$ cat src/rtl/stopwatch_ctrl.sv
// Stopwatch control block: input synchronisers, press-edge detection and the
// mode FSM that issues increment and clear strobes to the time counters.
// Optional feature macro: LAP_SPLIT_EN adds btn_lap and a lap_hold output.
module stopwatch_ctrl #(
    parameter int SYNC_STAGES = 2
) (
    input  logic       clk_100MHz,
    input  logic       reset,
    input  logic       btn_pause,
    input  logic       btn_reset,
`ifdef LAP_SPLIT_EN
    input  logic       btn_lap,
    output logic       lap_hold,
`endif
    input  logic       sw_adj,
    input  logic       sw_sel,
    input  logic       tick_1hz,
    input  logic       tick_2hz,
    input  logic       sec_at_59,
    output logic       sec_inc,
    output logic       min_inc,
    output logic       clear,
    output logic       blink_min,
    output logic       blink_sec,
    output logic       running,
    output logic [2:0] state
);

    typedef enum logic [2:0] {
        IDLE    = 3'd0,
        RUN     = 3'd1,
        PAUSED  = 3'd2,
        ADJ_MIN = 3'd3,
        ADJ_SEC = 3'd4
    } state_e;

    localparam int BTN_PAUSE = 0;
    localparam int BTN_CLEAR = 1;
`ifdef LAP_SPLIT_EN
    localparam int BTN_LAP   = 2;
    localparam int NBTN      = 3;
`else
    localparam int NBTN      = 2;
`endif

    logic [NBTN-1:0] btn_raw;
    logic [NBTN-1:0] btn_lvl;
    logic [NBTN-1:0] btn_hist_q;
    logic [NBTN-1:0] btn_armed_q;
    logic [NBTN-1:0] btn_press_q;
    logic [SYNC_STAGES-1:0] fill_q;
    logic [SYNC_STAGES-1:0] adj_sync_q;
    logic [SYNC_STAGES-1:0] sel_sync_q;

`ifdef LAP_SPLIT_EN
    assign btn_raw = {btn_lap, btn_reset, btn_pause};
`else
    assign btn_raw = {btn_reset, btn_pause};
`endif

    genvar gi;
    generate
        for (gi = 0; gi < NBTN; gi++) begin : g_btn
            logic [SYNC_STAGES-1:0] sync_q;
            // Metastability chain for one button level.
            always_ff @(posedge clk_100MHz or posedge reset) begin
                if (reset) sync_q <= '0;
                else       sync_q <= {sync_q[SYNC_STAGES-2:0], btn_raw[gi]};
            end
            assign btn_lvl[gi] = sync_q[SYNC_STAGES-1];
        end
    endgenerate

    // Switch synchronisers plus a fill marker that shows when the chains hold
    // genuine post-reset samples rather than reset zeros.
    always_ff @(posedge clk_100MHz or posedge reset) begin
        if (reset) begin
            adj_sync_q <= '0;
            sel_sync_q <= '0;
            fill_q     <= '0;
        end else begin
            adj_sync_q <= {adj_sync_q[SYNC_STAGES-2:0], sw_adj};
            sel_sync_q <= {sel_sync_q[SYNC_STAGES-2:0], sw_sel};
            fill_q     <= {fill_q[SYNC_STAGES-2:0], 1'b1};
        end
    end

    // Registered press pulses; a button only arms once it has been seen low
    // after reset, so a button held through reset release never fires.
    always_ff @(posedge clk_100MHz or posedge reset) begin
        if (reset) begin
            btn_hist_q  <= '0;
            btn_armed_q <= '0;
            btn_press_q <= '0;
        end else begin
            btn_hist_q  <= btn_lvl;
            btn_armed_q <= btn_armed_q | ({NBTN{fill_q[SYNC_STAGES-1]}} & ~btn_lvl);
            btn_press_q <= btn_armed_q & btn_lvl & ~btn_hist_q;
        end
    end

    logic pause_p, clear_p, adj_s, sel_s;
    assign pause_p = btn_press_q[BTN_PAUSE];
    assign clear_p = btn_press_q[BTN_CLEAR];
    assign adj_s   = adj_sync_q[SYNC_STAGES-1];
    assign sel_s   = sel_sync_q[SYNC_STAGES-1];

    state_e state_q, state_d;
    logic   sec_inc_q, sec_inc_d;
    logic   min_inc_q, min_inc_d;
    logic   clear_q, clear_d;
    logic   running_q, blink_min_q, blink_sec_q;

    // Next-state and strobe decode; clear wins over everything else.
    always_comb begin
        state_d   = state_q;
        sec_inc_d = 1'b0;
        min_inc_d = 1'b0;
        clear_d   = 1'b0;
        if (clear_p) begin
            state_d = IDLE;
            clear_d = 1'b1;
        end else begin
            case (state_q)
                IDLE, PAUSED: begin
                    if (adj_s)        state_d = sel_s ? ADJ_SEC : ADJ_MIN;
                    else if (pause_p) state_d = RUN;
                end
                RUN: begin
                    if (tick_1hz) begin
                        sec_inc_d = 1'b1;
                        min_inc_d = sec_at_59;
                    end
                    if (adj_s)        state_d = sel_s ? ADJ_SEC : ADJ_MIN;
                    else if (pause_p) state_d = PAUSED;
                end
                ADJ_MIN: begin
                    min_inc_d = tick_2hz;
                    if (!adj_s)     state_d = PAUSED;
                    else if (sel_s) state_d = ADJ_SEC;
                end
                ADJ_SEC: begin
                    sec_inc_d = tick_2hz;
                    if (!adj_s)      state_d = PAUSED;
                    else if (!sel_s) state_d = ADJ_MIN;
                end
                default: state_d = IDLE;
            endcase
        end
    end

    // State register and registered outputs.
    always_ff @(posedge clk_100MHz or posedge reset) begin
        if (reset) begin
            state_q     <= IDLE;
            sec_inc_q   <= 1'b0;
            min_inc_q   <= 1'b0;
            clear_q     <= 1'b0;
            running_q   <= 1'b0;
            blink_min_q <= 1'b0;
            blink_sec_q <= 1'b0;
        end else begin
            state_q     <= state_d;
            sec_inc_q   <= sec_inc_d;
            min_inc_q   <= min_inc_d;
            clear_q     <= clear_d;
            running_q   <= (state_d == RUN);
            blink_min_q <= (state_d == ADJ_MIN);
            blink_sec_q <= (state_d == ADJ_SEC);
        end
    end

`ifdef LAP_SPLIT_EN
    logic lap_hold_q, lap_hold_d;

    // Lap toggles only while running, survives pause, drops on idle/adjust.
    always_comb begin
        lap_hold_d = lap_hold_q;
        if (state_d == IDLE || state_d == ADJ_MIN || state_d == ADJ_SEC)
            lap_hold_d = 1'b0;
        else if (state_q == RUN && btn_press_q[BTN_LAP])
            lap_hold_d = ~lap_hold_q;
    end

    // Lap hold register.
    always_ff @(posedge clk_100MHz or posedge reset) begin
        if (reset) lap_hold_q <= 1'b0;
        else       lap_hold_q <= lap_hold_d;
    end

    assign lap_hold = lap_hold_q;
`endif

    assign state     = state_q;
    assign sec_inc   = sec_inc_q;
    assign min_inc   = min_inc_q;
    assign clear     = clear_q;
    assign running   = running_q;
    assign blink_min = blink_min_q;
    assign blink_sec = blink_sec_q;

endmodule

$ cat config.mk
export PLATFORM = sky130hd
export DESIGN_NAME = stopwatch_ctrl
export DESIGN_NICKNAME = d
export VERILOG_FILES = /design/src/rtl/stopwatch_ctrl.sv
export SDC_FILE = /design/constraint.sdc
export NUM_CORES = 1
export LEC_CHECK = 0
export CAP_MARGIN = 20
export CELL_PAD_IN_SITES_DETAIL_PLACEMENT = 1
export CELL_PAD_IN_SITES_GLOBAL_PLACEMENT = 2
export CORE_AREA = 4 4 53 55
export CTS_BUF_LIST = sky130_fd_sc_hd__clkbuf_4
export CTS_CLUSTER_SIZE = 10
export DETAILED_ROUTE_END_ITERATION = 16
export DIE_AREA = 0 0 57 59
export PLACE_DENSITY = 0.83
export RECOVER_POWER = 100
export SLEW_MARGIN = 20
export SYNTH_ARGS = -nofsm -noshare
export SYNTH_HDL_FRONTEND = slang
export SYNTH_SLANG_ARGS = --single-unit
$ cat constraint.sdc
create_clock -name clk_100MHz -period 2.2 [get_ports clk_100MHz]
set_input_delay 0.44 -clock clk_100MHz [delete_from_list [all_inputs] [get_ports clk_100MHz]]
set_output_delay 0.44 -clock clk_100MHz [all_outputs]
set_load 0.01 [all_outputs]
==> results.json, run 1 <==
{
  "wl_um": 1360,
  "vdd_drop_max_v": 0.000545,
  "wl_met1_um": 569,
  "worst_slack_ns": 0.296,
  "finalSetupViolCount": 0,
  "grt.total_usage_pct": 9.57,
  "antenna_found_initial": 0,
  "wl_met2_um": 625,
  "final_cells": 113,
  "die_w_um": 57,
  "synthesis.nets": 70,
  "synthCells": 61,
  "root_buffer": "clkbuf_4",
  "slowest_stage": "dlygate4sd3_1",
  "cts_inserted_buffers": 3,
  "crit_buf_inv": 1,
  "drcViolationCount": 0,
  "final.setup.tns_ns": 0,
  "place_inst": 109,
  "ios": 18,
  "ant_nets": 0,
  "regArea_um2": 626,
  "area_delta_synth_final_pct": 27.7,
  "gp_congestion": 0.718,
  "initial_core_util_pct": 35.1,
  "cts_buffer_depth": 2,
  "die_h_um": 59,
  "min_path_type": "reg -> reg",
  "grt_pass1_vias": 493,
  "dp_slack_ns": 0.698,
  "synth_top_area_cell": "dfrtp_1",
  "cts_tree": "yes",
  "drive_above_1_share_pct": 4.82,
  "slew_headroom_pct": 14.5,
  "cp_cell_sequence": "dlygate4sd3_1",
  "antenna-diode-count": 0,
  "hold_buffers": 0,
  "rsz0062_at_grt": "false",
  "ctsHtreeMaxLevel": 1,
  "grt_max_degree": 26,
  "ys_warn_count": 0,
  "cts_setup_buffers": 0,
  "power_w": 0.000803,
  "holdWs_ns": 0.362,
  "grt_pass1_wl_um": 2310,
  "finalHoldViolCount": 0,
  "port_buffers": 17,
  "leakagePower_nw": 0.500,
  "synth.avg_cell_area_um2": 13.7,
  "avgViaCountPerCell": 4.61,
  "cpPeakStageDelay_ns": 0.64,
  "fillCellCount": 273,
  "clk_latency_ns": 0.32,
  "cts_sinks": 25,
  "clock.fmax_ghz": 0.525,
  "start_kind": "flop",
  "powerDensity_mw_per_mm2": 751,
  "ys_seq_area_share_pct": 74.7,
  "fin_crit_ns": 1.90,
  "grt_overflow": 0,
  "fin_crit_sh_pct": 86.5,
  "syn_area_um2": 837,
  "core-area_mm2": 0.00239,
  "crit_type": "reg -> out",
  "synth_seq_cells": 25,
  "wl_per_cell_um": 12.1,
  "status": "completed",
  "cap_violations": 0,
  "endpoint_kind": "output port",
  "dr.pass1.iters": 4,
  "multi_input_area_um2": 190,
  "wl_met3_um": 123,
  "rows": 18,
  "top_layer": "met4",
  "post-synth-top-area-fraction_pct": 74.7,
  "cts_repair_resize_count": 0,
  "yosysUniqueCellTypes": 20,
  "nets": 93,
  "worst_slew_pin_slew_ns": 1.28,
  "worstPathArrival_ns": 1.46,
  "crit_fanout": 8,
  "via_count": 521,
  "dieArea_mm2": 0.00336,
  "worst-endpoint-required_ns": 1.76,
  "path_clk_slew_ns": 0.13,
  "drt_iter0_markers": 3,
  "skew_ns": 0.00985,
  "slew_violations": 0,
  "critPathTopFamily": "buffers and inverters",
  "synthTopCellsByArea": "dfrtp_1 75%, nand3b_1 2.7%, nor2_1 2.7%, nand2_1 2.2%, a21oi_1 1.8%"
}
area by class of cell:
type | instances | share of cell area, %
timing repair buffer | 18 | 16.3
inverter | 3 | 1.05
clock buffer | 4 | 2.81
sequential | 25 | 58.5
multi-input combinational | 33 | 17.8
tap | 30 | 3.51
final timing paths:
| check | startpoint | to | slack (ns) | cells past startpoint |
|---|---|---|---|---|
| min in group asynchronous | reset | sel_sync_q[0]$_DFF_PP0_ | 0.97 | 3 |
| max in group asynchronous | reset | btn_armed_q[1]$_DFF_PP0_ | 0.47 | 3 |
| max reg2reg | state[0]$_DFF_PP0_ | blink_min$_DFF_PP0_ | 0.82 | 4 |
| min | g_btn[0].sync_q[0]$_DFF_PP0_ | g_btn[0].sync_q[1]$_DFF_PP0_ | 0.36 | 0 |
| max | state[0]$_DFF_PP0_ | state[0] | 0.30 | 1 |
| min reg2reg | g_btn[0].sync_q[0]$_DFF_PP0_ | g_btn[0].sync_q[1]$_DFF_PP0_ | 0.36 | 0 |
metal layers:
metal  GRT usage [%]  vias up
met1            11.1      255
met3            2.83        4
li1                -      241
met5               0        -
met2            14.7       21
met4            7.95        0
power breakdown:
part           switching (W)  internal (W)   total, W  leakage [nW]
Sequential         0.0000200      0.000485   0.000505         0.303
Combinational      0.0000410     0.0000460  0.0000870         0.179
Clock               0.000127     0.0000833   0.000210        0.0184
Total               0.000188      0.000615   0.000803         0.500
layout by cell type (no fill, tap or decap), drive strengths merged, types with 2 or more instances in the layout:
master	count
a21o	2
a21oi	3
clkbuf	5
clkdlybuf4s50	2
dfrtp	25
dlygate4sd3	15
inv	3
nand2	5
nand3b	3
nor2	6
nor2b	2
nor3b	2
synthesized netlist by cell type, drive strengths merged:
cell	count
a211oi	1
a21o	2
a21oi	3
and2	1
and2b	1
and3	1
conb	1
dfrtp	25
inv	3
mux2i	1
nand2	5
nand2b	1
nand3b	3
nor2	6
nor2b	2
nor3b	2
nor4b	1
o21ai	1
o31ai	1
logic make-up after synthesis:
group	Yosys count	synth area share, %
DFF	25	74.7
and+or+nand+nor	23	15.7
AOI/OAI and AO/OA	8	6.58
buffers and inverters	3	1.35
muxes	1	1.20
other	1	0.448
through the flow:
stage                     util [%]  area [um2]
after floorplan                  -         837
after global placement        44.1        1050
after detailed placement      44.1        1050
after CTS                     45.3        1080
after global routing          44.8        1070
final                         44.8        1070
sequential cells by signal, indices dropped and copies added, names as in the netlist, 2 cells and up:
name	flops
state	3
fill_q	2
adj_sync_q	2
sel_sync_q	2
g_btn.sync_q	4
btn_press_q	2
btn_armed_q	2
btn_hist_q	2
Note: power is estimated with default switching activity, not from simulation.
==> run 2, diff against run 1 <==
Settings changed: CORE_AREA 4 4 53 55 to 4 4 55 57, CTS_BUF_LIST sky130_fd_sc_hd__clkbuf_4 to sky130_fd_sc_hd__clkbuf_8 sky130_fd_sc_hd__clkbuf_16, DIE_AREA 0 0 57 59 to 0 0 59 61, PLACE_DENSITY 0.83 to 0.78.
==> results.json, run 2 (synthesis gave the netlist of run 1 again) <==
{
  "status": "completed",
  "powerDensity_mw_per_mm2": 777,
  "grt.total_usage_pct": 8.68,
  "cts_buffer_depth": 2,
  "ios": 18,
  "leakagePower_nw": 0.508,
  "slew_headroom_pct": 16.6,
  "dieArea_mm2": 0.00360,
  "die_w_um": 59,
  "regMostFlops": "g_btn.sync_q",
  "crit_type": "reg -> out",
  "grt_pass1_wl_um": 2310,
  "initial_core_util_pct": 33.8,
  "cts_sinks": 25,
  "crit_buf_inv": 1,
  "finalHoldViolCount": 0,
  "vdd_drop_max_v": 0.000468,
  "nets": 93,
  "final_cell_area_mm2": 0.00108,
  "avgViaCountPerCell": 4.68,
  "dr.pass1.iters": 2,
  "worstPathArrival_ns": 1.39,
  "r2r-start": "state[0]$_DFF_PP0_",
  "root_buffer": "clkbuf_8",
  "rows": 18,
  "worst_slew_pin_slew_ns": 1.25,
  "critPathTopFamily": "buffers and inverters",
  "final.setup.tns_ns": 0,
  "ctsHtreeMaxLevel": 1,
  "fin_crit_ns": 1.83,
  "r2r_end": "blink_min$_DFF_PP0_",
  "slowest_stage": "dlygate4sd3_1",
  "cts_tree": "yes",
  "start_kind": "flop",
  "utilization_pct": 43.7,
  "drive_above_1_share_pct": 3.61,
  "skew_ns": 0.00156,
  "fin_crit_sh_pct": 83.3,
  "die_h_um": 61,
  "via_count": 529,
  "port_buffers": 17,
  "drcViolationCount": 0,
  "area_delta_synth_final_pct": 29.4,
  "min_path_type": "reg -> reg",
  "clock.fmax_ghz": 0.546,
  "crit_fanout": 8,
  "reg2reg_depth": 4,
  "cts_repair_resize_count": 0,
  "drt_iter0_markers": 12,
  "worstHoldStart": "g_btn[1].sync_q[0]$_DFF_PP0_",
  "layout_commonest_cell": "dfrtp_1",
  "finalSetupViolCount": 0,
  "clk_latency_ns": 0.26,
  "grt_pass1_vias": 525,
  "core-area_mm2": 0.00248,
  "antenna-diode-count": 0,
  "cts_setup_buffers": 0,
  "wl_per_cell_um": 11.6,
  "layout_common_cells": "25 x dfrtp_1, 15 x dlygate4sd3_1, 6 x nor2_1",
  "gp_congestion": 0.654,
  "wl_um": 1310,
  "rsz0062_at_grt": "false",
  "cpPeakStageDelay_ns": 0.65,
  "grt_max_degree": 26,
  "path_clk_slew_ns": 0.08,
  "grt_overflow": 0,
  "min_to": "g_btn[1].sync_q[1]$_DFF_PP0_",
  "endpoint_kind": "output port",
  "worst-endpoint-required_ns": 1.76,
  "ff2ff_setup_slack_ns": 0.78,
  "cp_cell_sequence": "dlygate4sd3_1",
  "slew_violations": 0,
  "hold_buffers": 0,
  "placed_area_mm2": 0.00105,
  "largest_reg_flops": 4,
  "ant_nets": 0,
  "cap_violations": 0,
  "holdWs_ns": 0.350,
  "hold_depth": 0,
  "antenna_found_initial": 0,
  "cts_inserted_buffers": 3
}
[run 2: power by group]
group / switching [W] / internal, W
Sequential: 0.0000205 / 0.000485
Combinational: 0.0000396 / 0.0000458
Clock: 0.000127 / 0.000124
Total: 0.000187 / 0.000655
[run 2: area by class of cell]
| type | instances | area [um2] |
|---|---|---|
| Tap cell | 30 | 37.5 |
| Fill cell | 277 | 1390 |
| Sequential cell | 25 | 626 |
| Clock inverter | 1 | 3.75 |
| Clock buffer | 3 | 41.3 |
| Multi-Input combinational cell | 33 | 190 |
| Timing Repair Buffer | 18 | 174 |
| Inverter | 3 | 11.3 |
[run 2: worst max path at each step]
stage / end / from / depth (start not counted) / slack (ns)
2_1_floorplan: blink_min$_DFF_PP0_ / state[0]$_DFF_PP0_ / 4 / 1.09
3_3_place_gp: state[2] / state[2]$_DFF_PP0_ / 1 / 0.69
5_1_grt: state[0]$_DFF_PP0_ / reset / 3 / 0.21
6_report: state[2] / state[2]$_DFF_PP0_ / 1 / 0.37
4_1_cts: state[2] / state[2]$_DFF_PP0_ / 1 / 0.39
3_5_place_dp: state[2] / state[2]$_DFF_PP0_ / 1 / 0.68
[run 2: routing by layer]
| layer | vias to the layer above | GRT usage, % | wire, um |
|---|---|---|---|
| met1 | 270 | 10.5 | 538 |
| li1 | 242 | - | - |
| met5 | - | 0 | 0 |
| met4 | 0 | 3.88 | 0 |
| met2 | 17 | 14.8 | 665 |
| met3 | 0 | 1.91 | 102 |
[run 2: per-stage QoR]
step / power, W / worst slack, ns / instances
2_1_floorplan: 0.000558 / 1.09 / 61
3_3_place_gp: 0.000612 / 0.693 / 109
3_5_place_dp: 0.000615 / 0.681 / 109
4_1_cts: 0.000872 / 0.390 / 113
5_1_grt: 0.000892 / 0.213 / 113
6_report: 0.000842 / 0.367 / 113
==> run 3, diff against run 2 <==
Settings changed: CORE_AREA 4 4 55 57 to 4 4 57 59, DIE_AREA 0 0 59 61 to 0 0 61 63, PLACE_DENSITY 0.78 to 0.73.
Clock period 2.2 ns to 1.75 ns, I/O delays scaled along.
==> results.json, run 3 (synthesis gave the netlist of run 1 again) <==
{
  "rsz0062_at_grt": "false",
  "endpoint_kind": "output port",
  "slew_headroom_pct": 59.6,
  "worst_slew_pin_slew_ns": 0.607,
  "cts_sinks": 25,
  "ctsHtreeMaxLevel": 1,
  "grt_pass1_vias": 557,
  "wl_met2_um": 631,
  "crit_buf_inv": 1,
  "ff2ff_setup_slack_ns": 0.42,
  "critPathTopFamily": "buffers and inverters",
  "core-area_mm2": 0.00271,
  "powerDensity_mw_per_mm2": 1000,
  "cts_buffer_depth": 2,
  "dr.pass1.iters": 2,
  "layout_common_cells": "22 x dfrtp_1, 13 x dlygate4sd3_1, 6 x nor2_1",
  "dp_hpwl_um": 996,
  "root_buffer": "clkbuf_8",
  "wl_um": 1390,
  "r2r-start": "state[0]$_DFF_PP0_",
  "grt.total_usage_pct": 8.56,
  "finalHoldViolCount": 0,
  "initial_core_util_pct": 30.9,
  "final_cells": 114,
  "top_layer": "met4",
  "r2r_end": "blink_min$_DFF_PP0_",
  "regMostFlops": "g_btn.sync_q",
  "vdd_drop_max_v": 0.000498,
  "cap_violations": 0,
  "startpoint": "state[2]$_DFF_PP0_",
  "cts_inserted_buffers": 3,
  "antenna_found_initial": 0,
  "via_count": 511,
  "drcViolationCount": 0,
  "cp_cell_sequence": "clkdlybuf4s50_1",
  "avgViaCountPerCell": 4.48,
  "largest_reg_flops": 4,
  "cpPeakStageDelay_ns": 0.56,
  "antenna-diode-count": 0,
  "place_inst": 110,
  "crit_fanout": 8,
  "die_h_um": 63,
  "clock.fmax_ghz": 0.617,
  "drt_iter0_markers": 4,
  "grt_overflow": 0,
  "gp_congestion": 0.737,
  "status": "completed",
  "ios": 18,
  "slowest_stage": "clkdlybuf4s50_1",
  "start_kind": "flop",
  "grt_max_degree": 26,
  "leakagePower_nw": 0.496,
  "worst-endpoint-required_ns": 1.40,
  "nets": 93,
  "area_delta_synth_final_pct": 30.6,
  "drive_above_1_share_pct": 9.64,
  "worstHoldStart": "adj_sync_q[0]$_DFF_PP0_",
  "cts_tree": "yes",
  "power_w": 0.00110,
  "path_clk_slew_ns": 0.08,
  "crit_path_end": "state[2]",
  "clk_latency_ns": 0.27,
  "ant_nets": 0,
  "rows": 19,
  "cp.depth": 1,
  "port_buffers": 17,
  "crit_type": "reg -> out",
  "slew_violations": 0,
  "wl_met3_um": 121,
  "dieArea_mm2": 0.00384,
  "grt_pass1_wl_um": 2440,
  "reg2reg_depth": 4,
  "final.setup.tns_ns": 0,
  "die_w_um": 61,
  "layout_commonest_cell": "dfrtp_1",
  "cts_setup_buffers": 0,
  "skew_ns": 0.00792,
  "wl_per_cell_um": 12.2,
  "wl_met1_um": 627,
  "finalSetupViolCount": 0,
  "min_path_type": "reg -> reg",
  "fin_crit_sh_pct": 92.6,
  "fin_crit_ns": 1.62,
  "worstPathArrival_ns": 1.27
}
[run 3: final cells by class]
type                    instances  area, um2
fillers                       303       1620
flip-flops and latches         25        629
multi-input cells              33        190
repair buffers                 18        175
clock buffers                   3       41.3
well taps                      31       38.8
inverters                       3       11.3
clock inverters                 1       7.51
[run 3: per-layer routing]
layer  up-vias  track usage [%]
li1        241                -
met1       249             10.3
met2        19             13.6
met3         2             3.10
met4         0             3.25
met5         -                0
[run 3: repair_timing]
| item | in CTS | in global routing |
|---|---|---|
| hold buffers | 0 | 0 |
| resized for setup | 0 | 3 |
| setup endpoints to repair | 0 | 3 |
[run 3: worst min path at each step]
stage | to | depth (start not counted)
CTS | g_btn[1].sync_q[1]$_DFF_PP0_ | 0
finish | adj_sync_q[1]$_DFF_PP0_ | 0
global route | sel_sync_q[1]$_DFF_PP0_ | 0
global placement | g_btn[1].sync_q[1]$_DFF_PP0_ | 0
detailed placement | g_btn[1].sync_q[1]$_DFF_PP0_ | 0
floorplan | adj_sync_q[1]$_DFF_PP0_ | 0
[run 3: power breakdown]
group	total (W)	internal [W]	leakage (nW)	switching, W
Sequential	0.000639	0.000611	0.299	0.0000271
Combinational	0.000110	0.0000605	0.176	0.0000493
Clock	0.000348	0.000161	0.0217	0.000186
Total	0.00110	0.000833	0.496	0.000263
[run 3: through the flow]
stage                     hold slack, ns  setup WS (ns)  util [%]  area [um2]
after floorplan                    0.331          0.641         -         837
after detailed placement           0.338          0.304      38.9        1050
final                              0.356          0.129      40.4        1090
after global routing               0.374         0.0730      40.4        1090
after global placement             0.333          0.302      38.9        1050
after CTS                          0.361        0.00380      40.7        1100
